## config.mk

```make
export PLATFORM = sky130hd
export DESIGN_NAME = dac_sample_pacer_flat
export DESIGN_NICKNAME = d
export VERILOG_FILES = /design/src/rtl/dac_sample_pacer_if.sv /design/src/rtl/dac_sample_pacer.sv /design/src/flat_wrapper.sv
export SDC_FILE = /design/constraint.sdc
export NUM_CORES = 1
export LEC_CHECK = 0
export ABC_CLOCK_PERIOD_IN_PS = 3070
export CAP_MARGIN = 20
export CORE_MARGIN = 2
export CORE_UTILIZATION = 50
export DETAILED_ROUTE_END_ITERATION = 8
export GPL_TIMING_DRIVEN = 1
export HOLD_SLACK_MARGIN = 0.12
export PLACE_DENSITY = 0.76
export SKIP_LAST_GASP = 1
export SLEW_MARGIN = 25
export SYNTH_ARGS = -nofsm -noshare
export SYNTH_HDL_FRONTEND = slang
export SYNTH_SLANG_ARGS = --single-unit
```

## constraint.sdc

```tcl
create_clock -name clk -period 3.07 [get_ports clk]
set_input_delay 0.614 -clock clk [delete_from_list [all_inputs] [get_ports clk]]
set_output_delay 0.614 -clock clk [all_outputs]
set_load 0.005 [all_outputs]
```

## src/rtl/dac_sample_pacer_if.sv

```systemverilog
// Upstream sample-pair handshake between the synthesis pipeline and the DAC pacer.
interface dac_sample_pacer_if #(
  parameter int WIDTH = 4
);
  logic             in_valid;
  logic             in_ready;
  logic [WIDTH-1:0] in_left;
  logic [WIDTH-1:0] in_right;

  // Producer side: offers a left/right pair, watches for room in the FIFO.
  modport master (
    output in_valid,
    output in_left,
    output in_right,
    input  in_ready
  );

  // Pacer side: accepts pairs whenever its FIFO is not full.
  modport slave (
    input  in_valid,
    input  in_left,
    input  in_right,
    output in_ready
  );
endinterface

```

## src/rtl/dac_sample_pacer.sv

```systemverilog
// Sample-rate pacer for the stereo DAC: buffers bursty left/right pairs in a
// small FIFO and releases exactly one pair every SAMPLE_TIME clocks once primed.
module dac_sample_pacer #(
  parameter int WIDTH       = 4,
  parameter int SAMPLE_TIME = 128,
  parameter int DEPTH       = 4
) (
  input  logic               clk,
  input  logic               reset,
  input  logic               enable,
  dac_sample_pacer_if.slave  up,
  output logic [WIDTH-1:0]   left,
  output logic [WIDTH-1:0]   right,
  output logic               sample_tick,
  output logic               underrun,
  output logic [7:0]         underrun_count
);

  localparam int AW = (DEPTH > 1) ? $clog2(DEPTH) : 1;
  localparam int LW = $clog2(DEPTH + 1);
  localparam int DW = (SAMPLE_TIME > 1) ? $clog2(SAMPLE_TIME) : 1;
  localparam logic [DW-1:0] DIV_LAST  = DW'(SAMPLE_TIME - 1);
  localparam logic [LW-1:0] LVL_FULL  = LW'(DEPTH);
  localparam logic [LW-1:0] LVL_PRIME = LW'(DEPTH / 2);

  typedef enum logic [1:0] {IDLE, PRIME, RUN} state_t;

  state_t state_q, state_d;

  logic [2*WIDTH-1:0] mem [DEPTH];
  logic [AW-1:0]      wr_ptr, rd_ptr;
  logic [LW-1:0]      level;
  logic [DW-1:0]      div_q;

  logic full, empty, push, pop, starve;
  logic div_en, pop_try;

  // Ready is a pure function of the registered level; a same-edge pop does not
  // open a slot early, which keeps the upstream ready path short.
  assign full        = (level == LVL_FULL);
  assign empty       = (level == '0);
  assign up.in_ready = !full;
  assign push        = up.in_valid && !full;
  assign pop         = pop_try && !empty;
  assign starve      = pop_try && empty;

  // State register.
  always_ff @(posedge clk) begin
    if (reset) state_q <= IDLE;
    else       state_q <= state_d;
  end

  // Next-state logic: prime to half depth before pacing, fall back to PRIME on starvation.
  always_comb begin
    state_d = state_q;
    case (state_q)
      IDLE:    if (enable) state_d = PRIME;
      PRIME: begin
        if (!enable)                 state_d = IDLE;
        else if (level >= LVL_PRIME) state_d = RUN;
      end
      RUN: begin
        if (!enable)                state_d = IDLE;
        else if (pop_try && empty) state_d = PRIME;
      end
      default: state_d = IDLE;
    endcase
  end

  // FSM outputs: the divider only runs in an enabled RUN cycle, and its last count is the tick.
  always_comb begin
    div_en  = 1'b0;
    pop_try = 1'b0;
    if (state_q == RUN && enable) begin
      div_en  = 1'b1;
      pop_try = (div_q == DIV_LAST);
    end
  end

  // Sample-period divider; cleared whenever pacing is not running or on a tick.
  always_ff @(posedge clk) begin
    if (reset)                 div_q <= '0;
    else if (!div_en || pop_try) div_q <= '0;
    else                       div_q <= div_q + DW'(1);
  end

  // FIFO storage; contents need no reset because the pointers and level define validity.
  always_ff @(posedge clk) begin
    if (push && !reset) mem[wr_ptr] <= {up.in_left, up.in_right};
  end

  // FIFO pointers and occupancy; push and pop on the same edge cancel out.
  always_ff @(posedge clk) begin
    if (reset) begin
      wr_ptr <= '0;
      rd_ptr <= '0;
      level  <= '0;
    end else begin
      if (push) wr_ptr <= wr_ptr + AW'(1);
      if (pop)  rd_ptr <= rd_ptr + AW'(1);
      level <= level + LW'(push) - LW'(pop);
    end
  end

  // DAC outputs and status pulses; on an empty tick the last sample is held.
  always_ff @(posedge clk) begin
    if (reset) begin
      left           <= '0;
      right          <= '0;
      sample_tick    <= 1'b0;
      underrun       <= 1'b0;
      underrun_count <= '0;
    end else begin
      sample_tick <= pop_try;
      underrun    <= starve;
      if (pop) {left, right} <= mem[rd_ptr];
      if (starve && underrun_count != 8'hFF) underrun_count <= underrun_count + 8'd1;
    end
  end

endmodule
```

## src/flat_wrapper.sv

```systemverilog
// flat-port wrapper written by rule: the top's interface ports become plain ports
module dac_sample_pacer_flat 
#(
  parameter int WIDTH       = 4,
  parameter int SAMPLE_TIME = 128,
  parameter int DEPTH       = 4
)
  (clk, reset, enable, left, right, sample_tick, underrun, underrun_count, up_in_valid, up_in_left, up_in_right, up_in_ready);
  dac_sample_pacer_if #(.WIDTH(WIDTH)) up_i ();
  input  logic clk;
  input  logic reset;
  input  logic enable;
  output logic [WIDTH-1:0] left;
  output logic [WIDTH-1:0] right;
  output logic sample_tick;
  output logic underrun;
  output logic [7:0] underrun_count;
  input wire logic [$bits(up_i.in_valid)-1:0] up_in_valid;
  input wire logic [$bits(up_i.in_left)-1:0] up_in_left;
  input wire logic [$bits(up_i.in_right)-1:0] up_in_right;
  output wire logic [$bits(up_i.in_ready)-1:0] up_in_ready;
  assign up_i.in_valid = up_in_valid;
  assign up_i.in_left = up_in_left;
  assign up_i.in_right = up_in_right;
  assign up_in_ready = up_i.in_ready;
  dac_sample_pacer #(.WIDTH(WIDTH), .SAMPLE_TIME(SAMPLE_TIME), .DEPTH(DEPTH)) u_core (.clk(clk), .reset(reset), .enable(enable), .up(up_i), .left(left), .right(right), .sample_tick(sample_tick), .underrun(underrun), .underrun_count(underrun_count));
endmodule
```

Word level (Yosys, flattened, before mapping)

Memory sizes are Yosys's and may differ from the RTL's. A register that Yosys moved wholly into a read port is not among the register bits.
Cells that the tools add are included.

Memory bits (writable): 32
Logic and storage cells: 49
Input bits: 12
Output and inout bits: 19
Flip-flop bits (word level): 26
Memories: 1

Memory list:

| name       | depth | width | read ports | clocked after Yosys merged registers in | wr ports | RTL line               | RTL |
|---|---|---|---|---|---|---|---|
| u_core.mem | 4     | 8     | 1          | 1                                       | 1        | dac_sample_pacer.sv:30 | `logic [2*WIDTH-1:0] mem [DEPTH];` |

Magnitude comparators: 1
Eq/ne operators: 8
$add $sub $neg: 6
Mux-type cells: 10
Reductions and logical operators: 15

Operators by type and width:

| kind                | count |
|---|---|
| $mux 2              | 5 |
| $add 8x1->8 const B | 1 |
| $ne 8x8->1 const B  | 1 |
| $add 7x1->7 const B | 1 |
| $eq 7x7->1 const B  | 1 |
| $logic_and 1x1->1   | 6 |
| $ne 3x2->1 const B  | 2 |
| $pmux 2 s3          | 1 |
| $add 2x1->2 const B | 2 |
| $logic_not 1->1     | 4 |
| $mux 1              | 4 |
| $add 3x1->3         | 1 |
| $eq 3x3->1 const B  | 1 |
| $ge 3x2->1 const B  | 1 |
| $logic_not 3->1     | 1 |
| $reduce_and 3->1    | 1 |
| $sub 3x1->3         | 1 |
| $eq 2x1->1 const B  | 1 |
| $eq 2x2->1 const B  | 1 |
| $logic_not 2->1     | 1 |
| $ne 2x2->1 const B  | 1 |
| $reduce_or 2->1     | 1 |
| $logic_or 1x1->1    | 1 |

Depth between registers and ports, before layout

Depth after elaboration: 7
Gate-level depth with buffers: 12
Mapped depth without buffers: 10

Worst setup path before layout

No wires, ideal clock.

Path kind: input to register
Start: in enable
End: reg u_core.level[2]
Stages on the path: 10
Slack: 694 ps
Buffers on the path: 1
Data arrival time: 2248 ps
Setup time: 128 ps
Data required time: 2942 ps
Cells stage by stage: and3b_1 nand3_1 clkbuf_1 nor2_1 ha_1 inv_1 ha_1 fa_1 xor2_1 nor2_1

Cells in the longest elaborated chain, start to end: 4

RTL lines:

| element              | RTL line                | RTL |
|---|---|---|
| start, declared      | flat_wrapper.sv:12      | `input logic enable;` |
| $logic_and 1x1->1    | dac_sample_pacer.sv:74  | `if (state_q == RUN && enable) begin` |
| $mux 1               | dac_sample_pacer.sv:74  |  |
| $logic_and 1x1->1    | dac_sample_pacer.sv:44  | `assign pop = pop_try && !empty;` |
| via u_core.pop       | dac_sample_pacer.sv:35  | `logic full, empty, push, pop, starve;` |
| $sub 3x1->3          | dac_sample_pacer.sv:101 | `level <= level + LW'(push) - LW'(pop);` |
| end signal, assigned | dac_sample_pacer.sv:101 |  |
| end, declared        | dac_sample_pacer.sv:32  | `logic [LW-1:0] level;` |

The timed path passes the listed nets, and every way through them passes these cells.
A chain may end at the register's enable or synchronous reset.

Worst setup path after layout

Start: reg u_core.level[2]
End: out up_in_ready

Cells in the longest elaborated chain, start to end: 2

RTL lines:

| element         | RTL line               | RTL |
|---|---|---|
| $eq 3x3->1      | dac_sample_pacer.sv:40 | `assign full = (level == LVL_FULL);` |
| $logic_not 1->1 | dac_sample_pacer.sv:42 | `assign up.in_ready = !full;` |
| end, declared   | flat_wrapper.sv:21     | `output wire logic [$bits(up_i.in_ready)-1:0] up_in_ready;` |

No other way between the ends.

==> impl_metrics.toml <==
[yosys]
syn_area_sq_um = 2780
synth-edff-count = 32
synthArstFlopShare_pct = 0
yosysTopAreaCell = "edfxtp_1"
synth_most_common_cell = "dfxtp_1"
synth_top_area_share_pct = 34.6
synthAdderAreaFrac_pct = 4.78
synth.ff_latch_count = 66
synthMuxAreaShare_pct = 7.71
synth_commonest_cells = "dfxtp_1, edfxtp_1, nor2_1"
synth_cells = 228
synth_compound_area_share_pct = 7.30
synthXorXnorAreaFrac_pct = 2.21
synthFlopType = "dfxtp_1"
synth_top_family_by_area = "simple AND/OR/NAND/NOR gates"
yosys-top-cells-area = "edfxtp_1, dfxtp_1, mux4_2"
synth_cell_types = 39
yosys_warnings = 0
avgSynthCellArea_sq_um = 12.2
yosys.area_share.simple_pct = 14.7
synth_nets = 250
yosysSeqAreaShare_pct = 59.2

[worst_hold_path]
min_path_cells = 1
hp-start = "u_core.div_q[0]$_SDFF_PP0_"
min-delay-path-class = "flop to flop"
worstHoldEndpoint = "u_core.div_q[0]$_SDFF_PP0_"

[sta]
finalHoldViolCount = 0
fmax_mhz = 425
fin_hold_ws_ps = 459
period_minus_slack_ps = 2350
fin_skew_ps = 3.99
setup_viol_count_final = 0
worst_pin_slew_ps = 662
slew_viol_final = 0
final.setup.tns_ps = 0
fin_crit_sh_pct = 76.7
slew_headroom_pct = 55.8
grt_setup_unrepaired = "false"

[worst_setup_path]
end_kind = "output port"
reg2reg_from = "u_core.div_q[0]$_SDFF_PP0_"
path_max_fanout = 4
critPathLaunchType = "flop"
crit_path_start = "u_core.level[2]$_SDFF_PP0_"
r2r_cells = 9
required_ps = 2460
crit_arrival_ps = 1740
worstReg2RegEnd = "u_core.level[1]$_SDFF_PP0_"
r2r_setup_slack_ps = 760
worstSetupPathType = "flop to output port"

[floorplan]
die_y_um = 78.5
initial_utilization_pct = 51.0
die-area_sq_um = 6160
core_region_area_sq_um = 5440
die_w_um = 78.5
ios = 31
rows = 27

[global_routing]
grt_pass1_vias = 1715
grt_pass1_wl_um = 7920
grt_max_degree = 30
antenna_found_initial = 0
grt_overflow = 0
grt_usage_pct = 17.1

[power]
ir_drop_mv = 0.392
power_per_cell_area_nw_per_um2 = 615
p_leak_nw = 1.16

[cts]
cts_setup_buffers = 0
cts-root-buf = "clkbuf_8"
clk_pin_slew_ps = 70
cts_buffer_depth = 2
cts_buffers = 9
insertion_delay_ps = 340
cts_sinks = 66
hold_buffers = 0
post_cts_resized = 0
cts_tree = "built"
htreeDepth = 3

[run_status]
status = "finished, final reports clean"

[drt]
ant_nets = 0
drt_first_pass_iters = 4
vias = 1794
drc = 0
routed_via_density = 5.32
post_drt_wl_per_cell_um = 14.3
drt_iter0_markers = 89
routed_wl_um = 4810

[cells_and_area]
drive_gt1_share_pct = 12.1
fin_nets = 283
antenna-diode-count = 0
syn_to_final_growth_pct = 20.9

[placement]
dp_hpwl_um = 3320
numPortBuffers = 30
gp_congestion = 0.777

[job]
maxCapViolCount = 0
[kinds of logic (layout without fill, tap and decap cells)]
logic type,after synthesis,after routing
and+or+nand+nor,74,74
AOI/OAI and AO/OA,35,35
muxes,11,11
adders and majority gates,10,10
buffers and inverters,25,62
DFF,66,66
xor gates and xnor gates,7,7
[layout by cell type (no fill, tap or decap), drive strengths merged, types with 7 or more instances in the layout]
| cell | netlist | routed |
|---|---|---|
| a21oi | 13 | 13 |
| and3 | 7 | 7 |
| clkbuf | 4 | 9 |
| clkdlybuf4s50 | 0 | 30 |
| dfxtp | 34 | 34 |
| edfxtp | 32 | 32 |
| ha | 9 | 9 |
| inv | 14 | 14 |
| mux4 | 8 | 8 |
| nand2 | 9 | 9 |
| nand3 | 16 | 16 |
| nor2 | 18 | 18 |
| nor2b | 7 | 7 |
| o21ai | 14 | 14 |
[per-stage QoR]
step                      total power [W]  setup slack [ps]  utilization [%]  cells  cell area, sq um
after floorplan                   0.00114               694                -    228              2780
after global placement            0.00121               385             57.5    322              3130
after detailed placement          0.00123               363             57.5    322              3130
after CTS                         0.00208               699             61.7    337              3360
after global routing              0.00214               530             61.7    337              3360
final                             0.00206               715             61.7    337              3360
[cell type report]
cell class              count  area (sq um)
clock buffers               9           124
multi-input cells         137          1020
well taps                  72          90.1
fillers                   431          2080
clock inverters             6           106
repair buffers             33           323
inverters                  14          52.6
flip-flops and latches     66          1640
[worst max-delay path, cell delays in order (launching register included)]
cell,delay [ps]
dfxtp_1,430
or3b_2,510
clkdlybuf4s50_1,460
[flip-flops by register name, indices dropped and copies added, names as in the netlist]
register / count
u_core.level: 3
u_core.sample_tick: 1
u_core.wr_ptr: 2
u_core.mem: 32
u_core.right: 4
u_core.left: 4
u_core.div_q: 7
u_core.rd_ptr: 2
u_core.underrun_count: 8
u_core.underrun: 1
u_core.state_q: 2
[per-layer routing]
layer  global-route usage (%)  up-vias  wire [um]
li1                         -      887          -
met1                     21.3      859       2110
met2                     26.6       34       2410
met3                     4.71       14        144
met4                     10.0        0        147
met5                        0        -          0
[worst max-delay path by stage]
stage	to	cells after the start	slack, ps
2_1_floorplan	u_core.level[2]$_SDFF_PP0_	10	690
3_3_place_gp	u_core.level[1]$_SDFF_PP0_	9	390
3_5_place_dp	u_core.level[1]$_SDFF_PP0_	9	360
4_1_cts	up_in_ready	2	700
5_1_grt	u_core.level[1]$_SDFF_PP0_	9	530
6_report	up_in_ready	2	720
[power by group]
part | leakage (nW) | internal (W) | total, W | switching, W
Clock | 0.114 | 0.000531 | 0.000857 | 0.000327
Combinational | 0.481 | 0.0000907 | 0.000216 | 0.000125
Sequential | 0.565 | 0.000964 | 0.000990 | 0.0000263
Total | 1.16 | 0.00159 | 0.00206 | 0.000478
Note: power is estimated with default switching activity, not from simulation.
